--- src/rtl/rv32_pkg.sv ---
// rv32_pkg: shared rv32 pipeline definitions used by the memory-access stage.
//   - ALU_OP_* operation codes (6 bits)
//   - mem_size_t / mem_state_t enums
//   - decode_mem_op(): alu_op -> access size and load signedness
package rv32_pkg;

    localparam logic [5:0] ALU_OP_ADD = 6'h00;
    localparam logic [5:0] ALU_OP_SUB = 6'h01;
    localparam logic [5:0] ALU_OP_AND = 6'h02;
    localparam logic [5:0] ALU_OP_OR  = 6'h03;
    localparam logic [5:0] ALU_OP_XOR = 6'h04;
    localparam logic [5:0] ALU_OP_SLL = 6'h05;
    localparam logic [5:0] ALU_OP_LB  = 6'h10;
    localparam logic [5:0] ALU_OP_LH  = 6'h11;
    localparam logic [5:0] ALU_OP_LW  = 6'h12;
    localparam logic [5:0] ALU_OP_LD  = 6'h13;
    localparam logic [5:0] ALU_OP_LBU = 6'h14;
    localparam logic [5:0] ALU_OP_LHU = 6'h15;
    localparam logic [5:0] ALU_OP_LWU = 6'h16;
    localparam logic [5:0] ALU_OP_SB  = 6'h18;
    localparam logic [5:0] ALU_OP_SH  = 6'h19;
    localparam logic [5:0] ALU_OP_SW  = 6'h1A;

    typedef enum logic [1:0] {BYTE, HALF, WORD} mem_size_t;
    typedef enum logic [1:0] {IDLE, REQ, WAIT, RESP} mem_state_t;

    typedef struct packed {
        mem_size_t size;
        logic      is_signed;
    } mem_op_t;

    // Anything not explicitly byte/half (including LW/LWU/LD) is a
    // full-word access with no extension.
    function automatic mem_op_t decode_mem_op(input logic [5:0] op);
        mem_op_t r;
        r.size      = WORD;
        r.is_signed = 1'b0;
        case (op)
            ALU_OP_LB:  begin r.size = BYTE; r.is_signed = 1'b1; end
            ALU_OP_LBU: r.size = BYTE;
            ALU_OP_SB:  r.size = BYTE;
            ALU_OP_LH:  begin r.size = HALF; r.is_signed = 1'b1; end
            ALU_OP_LHU: r.size = HALF;
            ALU_OP_SH:  r.size = HALF;
            default:    ;
        endcase
        return r;
    endfunction

endpackage

--- src/rtl/mem_access_load_align.sv ---
// load_align: combinational load-data extraction.
//   rdata_i   - 32-bit word returned by data memory
//   addr_lo_i - byte offset within the word
//   size_i    - access size (BYTE/HALF/WORD)
//   signed_i  - 1 = sign-extend, 0 = zero-extend
//   data_o    - extended 32-bit value
module load_align
    import rv32_pkg::*;
(
    input  logic [31:0] rdata_i,
    input  logic [1:0]  addr_lo_i,
    input  mem_size_t   size_i,
    input  logic        signed_i,
    output logic [31:0] data_o
);

    logic [7:0]  byte_sel;
    logic [15:0] half_sel;

    always_comb begin
        case (addr_lo_i)
            2'd0:    byte_sel = rdata_i[7:0];
            2'd1:    byte_sel = rdata_i[15:8];
            2'd2:    byte_sel = rdata_i[23:16];
            default: byte_sel = rdata_i[31:24];
        endcase
        half_sel = addr_lo_i[1] ? rdata_i[31:16] : rdata_i[15:0];

        case (size_i)
            BYTE:    data_o = {{24{signed_i & byte_sel[7]}}, byte_sel};
            HALF:    data_o = {{16{signed_i & half_sel[15]}}, half_sel};
            default: data_o = rdata_i;
        endcase
    end

endmodule

--- src/rtl/mem_access.sv ---
// mem_access: rv32 memory-access stage between execute and writeback.
// Non-memory results pass to writeback in one cycle; loads/stores run a
// req/gnt/rvalid transaction on the data-memory port.
// Ports:
//   clk, resetn (async active-low)
//   ex_*, alu_op, alu_result, store_data, rd_addr, *_enable : execute side
//   dmem_req/we/addr/be/wdata (out), dmem_gnt/rvalid/rdata (in) : memory
//   wb_valid/we/rd/data : writeback, misalign_err : misaligned-access pulse
// Optional feature: MEM_MISALIGN_TRAP_EN -- trap misaligned accesses instead
// of aligning them down to the access size.
module mem_access
    import rv32_pkg::*;
#(
    parameter int ADDR_W = 32
) (
    input  logic              clk,
    input  logic              resetn,
    input  logic              ex_valid,
    output logic              ex_ready,
    input  logic [5:0]        alu_op,
    input  logic [31:0]       alu_result,
    input  logic [31:0]       store_data,
    input  logic [4:0]        rd_addr,
    input  logic              reg_write_enable,
    input  logic              mem_read_enable,
    input  logic              mem_write_enable,
    output logic              dmem_req,
    output logic              dmem_we,
    output logic [ADDR_W-1:0] dmem_addr,
    output logic [3:0]        dmem_be,
    output logic [31:0]       dmem_wdata,
    input  logic              dmem_gnt,
    input  logic              dmem_rvalid,
    input  logic [31:0]       dmem_rdata,
    output logic              wb_valid,
    output logic              wb_we,
    output logic [4:0]        wb_rd,
    output logic [31:0]       wb_data,
    output logic              misalign_err
);

    mem_state_t        state_q, state_d;
    logic [ADDR_W-1:0] addr_q, addr_d;
    logic [3:0]        be_q, be_d;
    logic [31:0]       wdata_q, wdata_d;
    logic [31:0]       wb_data_q;
    logic [4:0]        rd_q;
    logic              store_q, rwe_q, sign_q;
    mem_size_t         size_q;

    mem_op_t     dec;
    logic        is_mem, accept, trap;
    logic [31:0] ld_data;

    assign dec    = decode_mem_op(alu_op);
    assign is_mem = mem_read_enable | mem_write_enable;
    assign accept = ex_valid && (state_q == IDLE);

`ifdef MEM_MISALIGN_TRAP_EN
    logic misalign_q;
    always_comb begin
        case (dec.size)
            HALF:    trap = is_mem & alu_result[0];
            WORD:    trap = is_mem & (|alu_result[1:0]);
            default: trap = 1'b0;
        endcase
    end
    assign misalign_err = (state_q == RESP) & misalign_q;
`else
    assign trap         = 1'b0;
    assign misalign_err = 1'b0;
`endif

    // Address aligned down to the access size, then lane/byte-enable setup.
    // Write enable wins when both read and write are flagged.
    always_comb begin
        addr_d = alu_result[ADDR_W-1:0];
        case (dec.size)
            HALF:    addr_d[0]   = 1'b0;
            WORD:    addr_d[1:0] = 2'b00;
            default: ;
        endcase
        be_d    = 4'b1111;
        wdata_d = '0;
        if (mem_write_enable) begin
            case (dec.size)
                BYTE: begin
                    be_d    = 4'b0001 << addr_d[1:0];
                    wdata_d = {4{store_data[7:0]}};
                end
                HALF: begin
                    be_d    = addr_d[1] ? 4'b1100 : 4'b0011;
                    wdata_d = {2{store_data[15:0]}};
                end
                default: wdata_d = store_data;
            endcase
        end
    end

    load_align u_load_align (
        .rdata_i   (dmem_rdata),
        .addr_lo_i (addr_q[1:0]),
        .size_i    (size_q),
        .signed_i  (sign_q),
        .data_o    (ld_data)
    );

    // FSM: state register
    always_ff @(posedge clk or negedge resetn) begin
        if (!resetn) state_q <= IDLE;
        else         state_q <= state_d;
    end

    // FSM: next state
    always_comb begin
        state_d = state_q;
        case (state_q)
            IDLE:    if (ex_valid) state_d = (is_mem && !trap) ? REQ : RESP;
            REQ:     if (dmem_gnt) state_d = store_q ? RESP : WAIT;
            WAIT:    if (dmem_rvalid) state_d = RESP;
            RESP:    state_d = IDLE;
            default: state_d = IDLE;
        endcase
    end

    // FSM: outputs
    always_comb begin
        ex_ready = (state_q == IDLE);
        dmem_req = (state_q == REQ);
        dmem_we  = (state_q == REQ) & store_q;
        wb_valid = (state_q == RESP);
        wb_we    = (state_q == RESP) & rwe_q & (rd_q != 5'd0);
    end

    assign dmem_addr  = {addr_q[ADDR_W-1:2], 2'b00};
    assign dmem_be    = be_q;
    assign dmem_wdata = wdata_q;
    assign wb_rd      = rd_q;
    assign wb_data    = wb_data_q;

    // Transaction fields held stable from accept until the next accept.
    always_ff @(posedge clk or negedge resetn) begin
        if (!resetn) begin
            addr_q    <= '0;
            be_q      <= '0;
            wdata_q   <= '0;
            wb_data_q <= '0;
            rd_q      <= '0;
            store_q   <= 1'b0;
            rwe_q     <= 1'b0;
            sign_q    <= 1'b0;
            size_q    <= BYTE;
`ifdef MEM_MISALIGN_TRAP_EN
            misalign_q <= 1'b0;
`endif
        end else if (accept) begin
            addr_q    <= addr_d;
            be_q      <= be_d;
            wdata_q   <= wdata_d;
            rd_q      <= rd_addr;
            store_q   <= mem_write_enable;
            size_q    <= dec.size;
            sign_q    <= dec.is_signed;
            // Loads always write back; stores and trapped accesses never do.
            rwe_q     <= is_mem ? (!mem_write_enable && !trap) : reg_write_enable;
            wb_data_q <= is_mem ? 32'd0 : alu_result;
`ifdef MEM_MISALIGN_TRAP_EN
            misalign_q <= trap;
`endif
        end else if (state_q == WAIT && dmem_rvalid) begin
            wb_data_q <= ld_data;
        end
    end

endmodule
--- config.mk ---
export PLATFORM = sky130hd
export DESIGN_NAME = mem_access
export DESIGN_NICKNAME = d
export VERILOG_FILES = /design/src/rtl/rv32_pkg.sv /design/src/rtl/mem_access_load_align.sv /design/src/rtl/mem_access.sv
export SDC_FILE = /design/constraint.sdc
export NUM_CORES = 1
export LEC_CHECK = 0
export CORE_MARGIN = 3
export CORE_UTILIZATION = 49
export CTS_CLUSTER_SIZE = 12
export DETAILED_ROUTE_END_ITERATION = 16
export PLACE_DENSITY = 0.89
export SLEW_MARGIN = 20
export SYNTH_ARGS = -nofsm -noshare
export SYNTH_HDL_FRONTEND = slang
export SYNTH_HIERARCHICAL = 1
export SYNTH_SLANG_ARGS = --single-unit
--- constraint.sdc ---
create_clock -name clk -period 3.3 [get_ports clk]
set_clock_uncertainty 0.05 [all_clocks]
set_input_delay 0.99 -clock clk [delete_from_list [all_inputs] [get_ports clk]]
set_output_delay 0.99 -clock clk [all_outputs]
set_load 0.03 [all_outputs]
Yosys cells after proc, flatten, opt, wreduce, memory -nomap -nowiden. Cells that the tools add are included.

Reduce and logical (&&, ||, !) cells: 14. Shifts and indexed selects: 1. Bitwise operators: 6. Equal/unequal tests: 17. Mux-type cells: 22.

Operators by type and width (count): 32-bit 2-to-1 mux (4); 32-bit case mux with 2 select lines (2); 6-bit by 5-bit equality test with 1-bit output, second input constant (6); 8-bit case mux with 3 select lines (1); 16-bit 2-to-1 mux (1); 2-bit by 1-bit equality test with 1-bit output, second input constant (4); 2-bit equality test, second input constant (4); 2-bit logical NOT (4); 2-bit 2-to-1 mux (4); 4-bit 2-to-1 mux (2); 2-bit case mux with 4 select lines (1); 4-bit case mux with 2 select lines (1); 3-bit OR reduction (2); 1-bit AND (5); 1-bit 2-to-1 mux (5); 5-bit nonzero test (1); 2-bit inequality test, second input constant (2); 2-bit case mux with 2 select lines (1); 2-bit OR reduction (2); 1-bit by 2-bit left shift with 4-bit output, first input constant (1); 3-bit AND reduction (1); 1-bit logical AND (2); 2-bit by 1-bit inequality test with 1-bit output, second input constant (1); 2-bit nonzero test (1); 2 further kinds (2).

Bits of input ports: 115. Logic and storage cells: 70. Register bits: 112.

Depth between registers and ports, before layout.
Depth after elaboration: 9. Depth in mapped cells: 9.

Hierarchy. The synthesis kept the hierarchy.

Modules (own cells, without submodules): mem_access (cells each 564, instances 1, area an instance 5260.0 um^2); load_align (cells each 115, instances 1, area an instance 875.8 um^2).

Least setup slack after synthesis. Ideal clock, no wire load.

Path kind: register to output. Start: register rd_q[1] (netlist: wb_rd[1]). End: output wb_we. Stages on the path, launching flop included: 3. Data required time: 2.260 ns. Path buffers: 0. Path slack: 0.981 ns. Data arrival time: 1.279 ns. Path through: dfrtp_1 or3_1 o311a_1.

Cells in the longest elaborated chain, start to end: 2.

RTL lines: from (decl) (line mem_access.sv:47) `logic [4:0] rd_q;`; from (signal assigned) (line mem_access.sv:160) `rd_q <= rd_addr;`; 5-bit nonzero test (line mem_access.sv:132) `wb_we = (state_q == RESP) & rwe_q & (rd_q != 5'd0);`; 1-bit AND (line mem_access.sv:132); to (decl) (line mem_access.sv:36) `output logic wb_we,`.

Every way passes these cells.

Final worst setup path.
Start: register state_q[0]. End: output ex_ready.

Cells in the longest elaborated chain, start to end: 1.

RTL lines: from (decl) (line mem_access.sv:42) `mem_state_t state_q, state_d;`; from (signal assigned) (line mem_access.sv:111) `else state_q <= state_d;`; 2-bit logical NOT (line mem_access.sv:128) `ex_ready = (state_q == IDLE);`; to (decl) (line mem_access.sv:19) `output logic ex_ready,`.

Every way passes these cells.

==> flow_summary.yaml <==
synthesis:
  synth_ff_type: "dfrtp_1"
  synth_cells: 679
  avgSynthCellArea_um2: 9.037
  seq_area_frac_synth_pct: 45.68
  synth_edf_count: 0
  syn_area_um2: 6136
  synth-seq-cells: 112
  yosysTopAreaCellShare_pct: 45.68
  synthTopCellsByCount: "nand2_1, dfrtp_1, a22oi_1, buf_4, o21ai_0"
  synth.largest_area_cell: "dfrtp_1"
  yosys-top-cells-area: "dfrtp_1, nand2_1, a22oi_1"
  ys_warn_count: 6
  yosys.cell_count.top_type: "nand2_1"
  ys_types: 45
  synthArstFlopShare_pct: 100.0
sta:
  fin_crit_sh_pct: 93.45
  tightest_slew_ns: 0.8311
  min_period_ns: 3.084
  hold-worst-slack_ns: 0.4286
  fmax_mhz: 324.3
  rsz0062_at_grt: "no"
  hold_viol: 0
  slew_headroom_pct: 44.48
  worst_slack_ns: 0.2162
  finalSetupTns_ns: 0
  maxSlewViolCount: 0
  finalSetupViolCount: 0
placed_design:
  place.gp.congestion: 0.8778
  dpl.hpwl_um: 13860
  dpl_cell_area_um2: 8217
  port_buffers: 222
  dp_cells: 998
  dp_slack_ns: 0.4010
layout:
  layout.cells.non_filler: 1014
  fillCellCount: 953
  fin_util_pct: 70.14
  multi_input_area_um2: 2784
  drive_gt1_share_pct: 7.683
  diodes: 0
  final_cell_area_um2: 8496
  finalNetCount: 960
  area_delta_synth_final_pct: 38.46
  ff_latch_area_um2: 2803
clock_network:
  numCtsBuffers: 9
  htreeDepth: 3
  clockBufferDepth: 2
  cts_root_buffer: "clkbuf_16"
  post-cts-setup-buffers: 0
  clock_latency_ns: 0.35
  clk_pin_slew_ns: 0.08
  cts_tree: "built"
  post_cts_resized: 0
  cts_hold_buffers: 0
  clkSinkCount: 112
drt:
  vias: 5791
  wire_per_inst_um: 18.56
  first_iter_violations: 550
  postRouteAntennaNets: 0
  route.detailed.drc: 0
  drt_wl_total_um: 18820
  dr.pass1.iters: 6
  vias_per_cell: 5.711
critical_path:
  cp_data_arrival_time_ns: 2.04
  end_kind: "output pin"
  crit-reg2reg-launch: "addr_q[1]"
  critPathKind: "register to output pin"
  crit_path_max_incr_delay_ns: 0.76
  timing.critical_path.from: "state_q[0]"
  critPathSlowestCell: "clkdlybuf4s50_1"
  worstPathRequired_ns: 2.26
  start_kind: "register"
  crit_family: "buffers and inverters"
  critPathBufInv: 2
  path_max_fanout: 9
  path_cells: "inv_1 > ha_1 > clkdlybuf4s50_1"
power_and_ir_drop:
  peakVddDrop_mv: 0.4544
  leakage_nw: 3.649
  power_mw: 7.476
  power_per_cell_area_nw_per_um2: 880.0
die:
  die_area_um2: 13900
  initial_core_util_pct: 50.66
  core_area_um2: 12110
  num_io_pins: 226
  die_y_um: 117.9
  die_x_um: 117.9
  rows: 40
min_path:
  hold_class: "register to register"
  min_from: "dmem_wdata[8]"
global_route:
  grt_pass1_wl_um: 30020
  grt_use_total_pct: 26.74
  overflow: 0
  grt_pass1_vias: 5770
  antenna_found_initial: 0
  grt_max_degree: 70
job:
  maxCapViolations: 0
run_status:
  outcome: "finished clean"
==> state kept, by name, indices dropped and copies added, names as in the netlist <==
name        count
dmem_wdata     32
store_q         1
sign_q          1
dmem_be         4
addr_q         32
rwe_q           1
size_q          2
wb_data        32
state_q         2
wb_rd           5
==> kinds of logic (layout without fill, tap and decap cells) <==
family	count (synthesis)	after routing	synth area share [%]
AOI/OAI and AO/OA	180	180	21.86
adders and majority gates	4	4	0.8157
other	1	3	0.06112
DFF	112	112	45.68
and+or+nand+nor	260	260	17.52
muxes	27	27	4.608
buffers and inverters	95	260	9.461
==> metal layers <==
layer / share of wire, % / wire length (um) / track usage, %
met1: 38 / 7190 / 32.70
met2: 48 / 9039 / 44.38
met3: 10 / 1879 / 7.544
met4: 3.8 / 707 / 11.36
met5: 0 / 0 / 0
==> power breakdown <==
part	switching, mW	total [mW]	internal, mW
combinational	2.45	4.12	1.67
clock	0.531	1.05	0.520
sequential	0.353	2.31	1.96
==> worst paths after layout <==
path                                  end  slack [ns]  cells past startpoint
max in group asynchronous  dmem_wdata[23]        1.83                      2
setup reg to reg              wb_data[23]        0.96                      6
hold / removal              dmem_wdata[8]        0.43                      2
hold reg to reg             dmem_wdata[8]        0.43                      2
setup / recovery                 ex_ready        0.22                      3
min in group asynchronous      addr_q[18]        0.61                      1
==> area by class of cell <==
class	count	share of cell area, %
clock buffer	9	2.651
clock inverter	7	0.6333
inverter	4	0.1767
multi-input combinational	474	32.77
sequential	112	32.99
tap	168	2.474
timing repair buffer	240	28.31
==> cells in the final DEF (no fill, tap or decap), drive strengths merged, types with 4 or more instances in the layout <==
cell type / instances
clkdlybuf4s50: 221
nand2: 216
dfrtp: 112
a22oi: 41
o21ai: 36
o31ai: 26
o211ai: 25
a21oi: 19
buf: 19
mux2i: 17
nor2b: 13
mux2: 10
clkbuf: 9
nand3: 8
o2111ai: 8
nor2: 8
o221ai: 8
o22a: 7
inv: 5
a31oi: 4
ha: 4
clkinv: 4
==> worst reg2reg max path: stages, from the launching register on <==
cell      delay (ns)
dfrtp_1         0.64
buf_4           0.26
mux2i_1         0.18
or3_1           0.57
o211ai_2        0.22
a22oi_1         0.19
o21ai_0         0.10
Power figures use the tool's default switching activity.
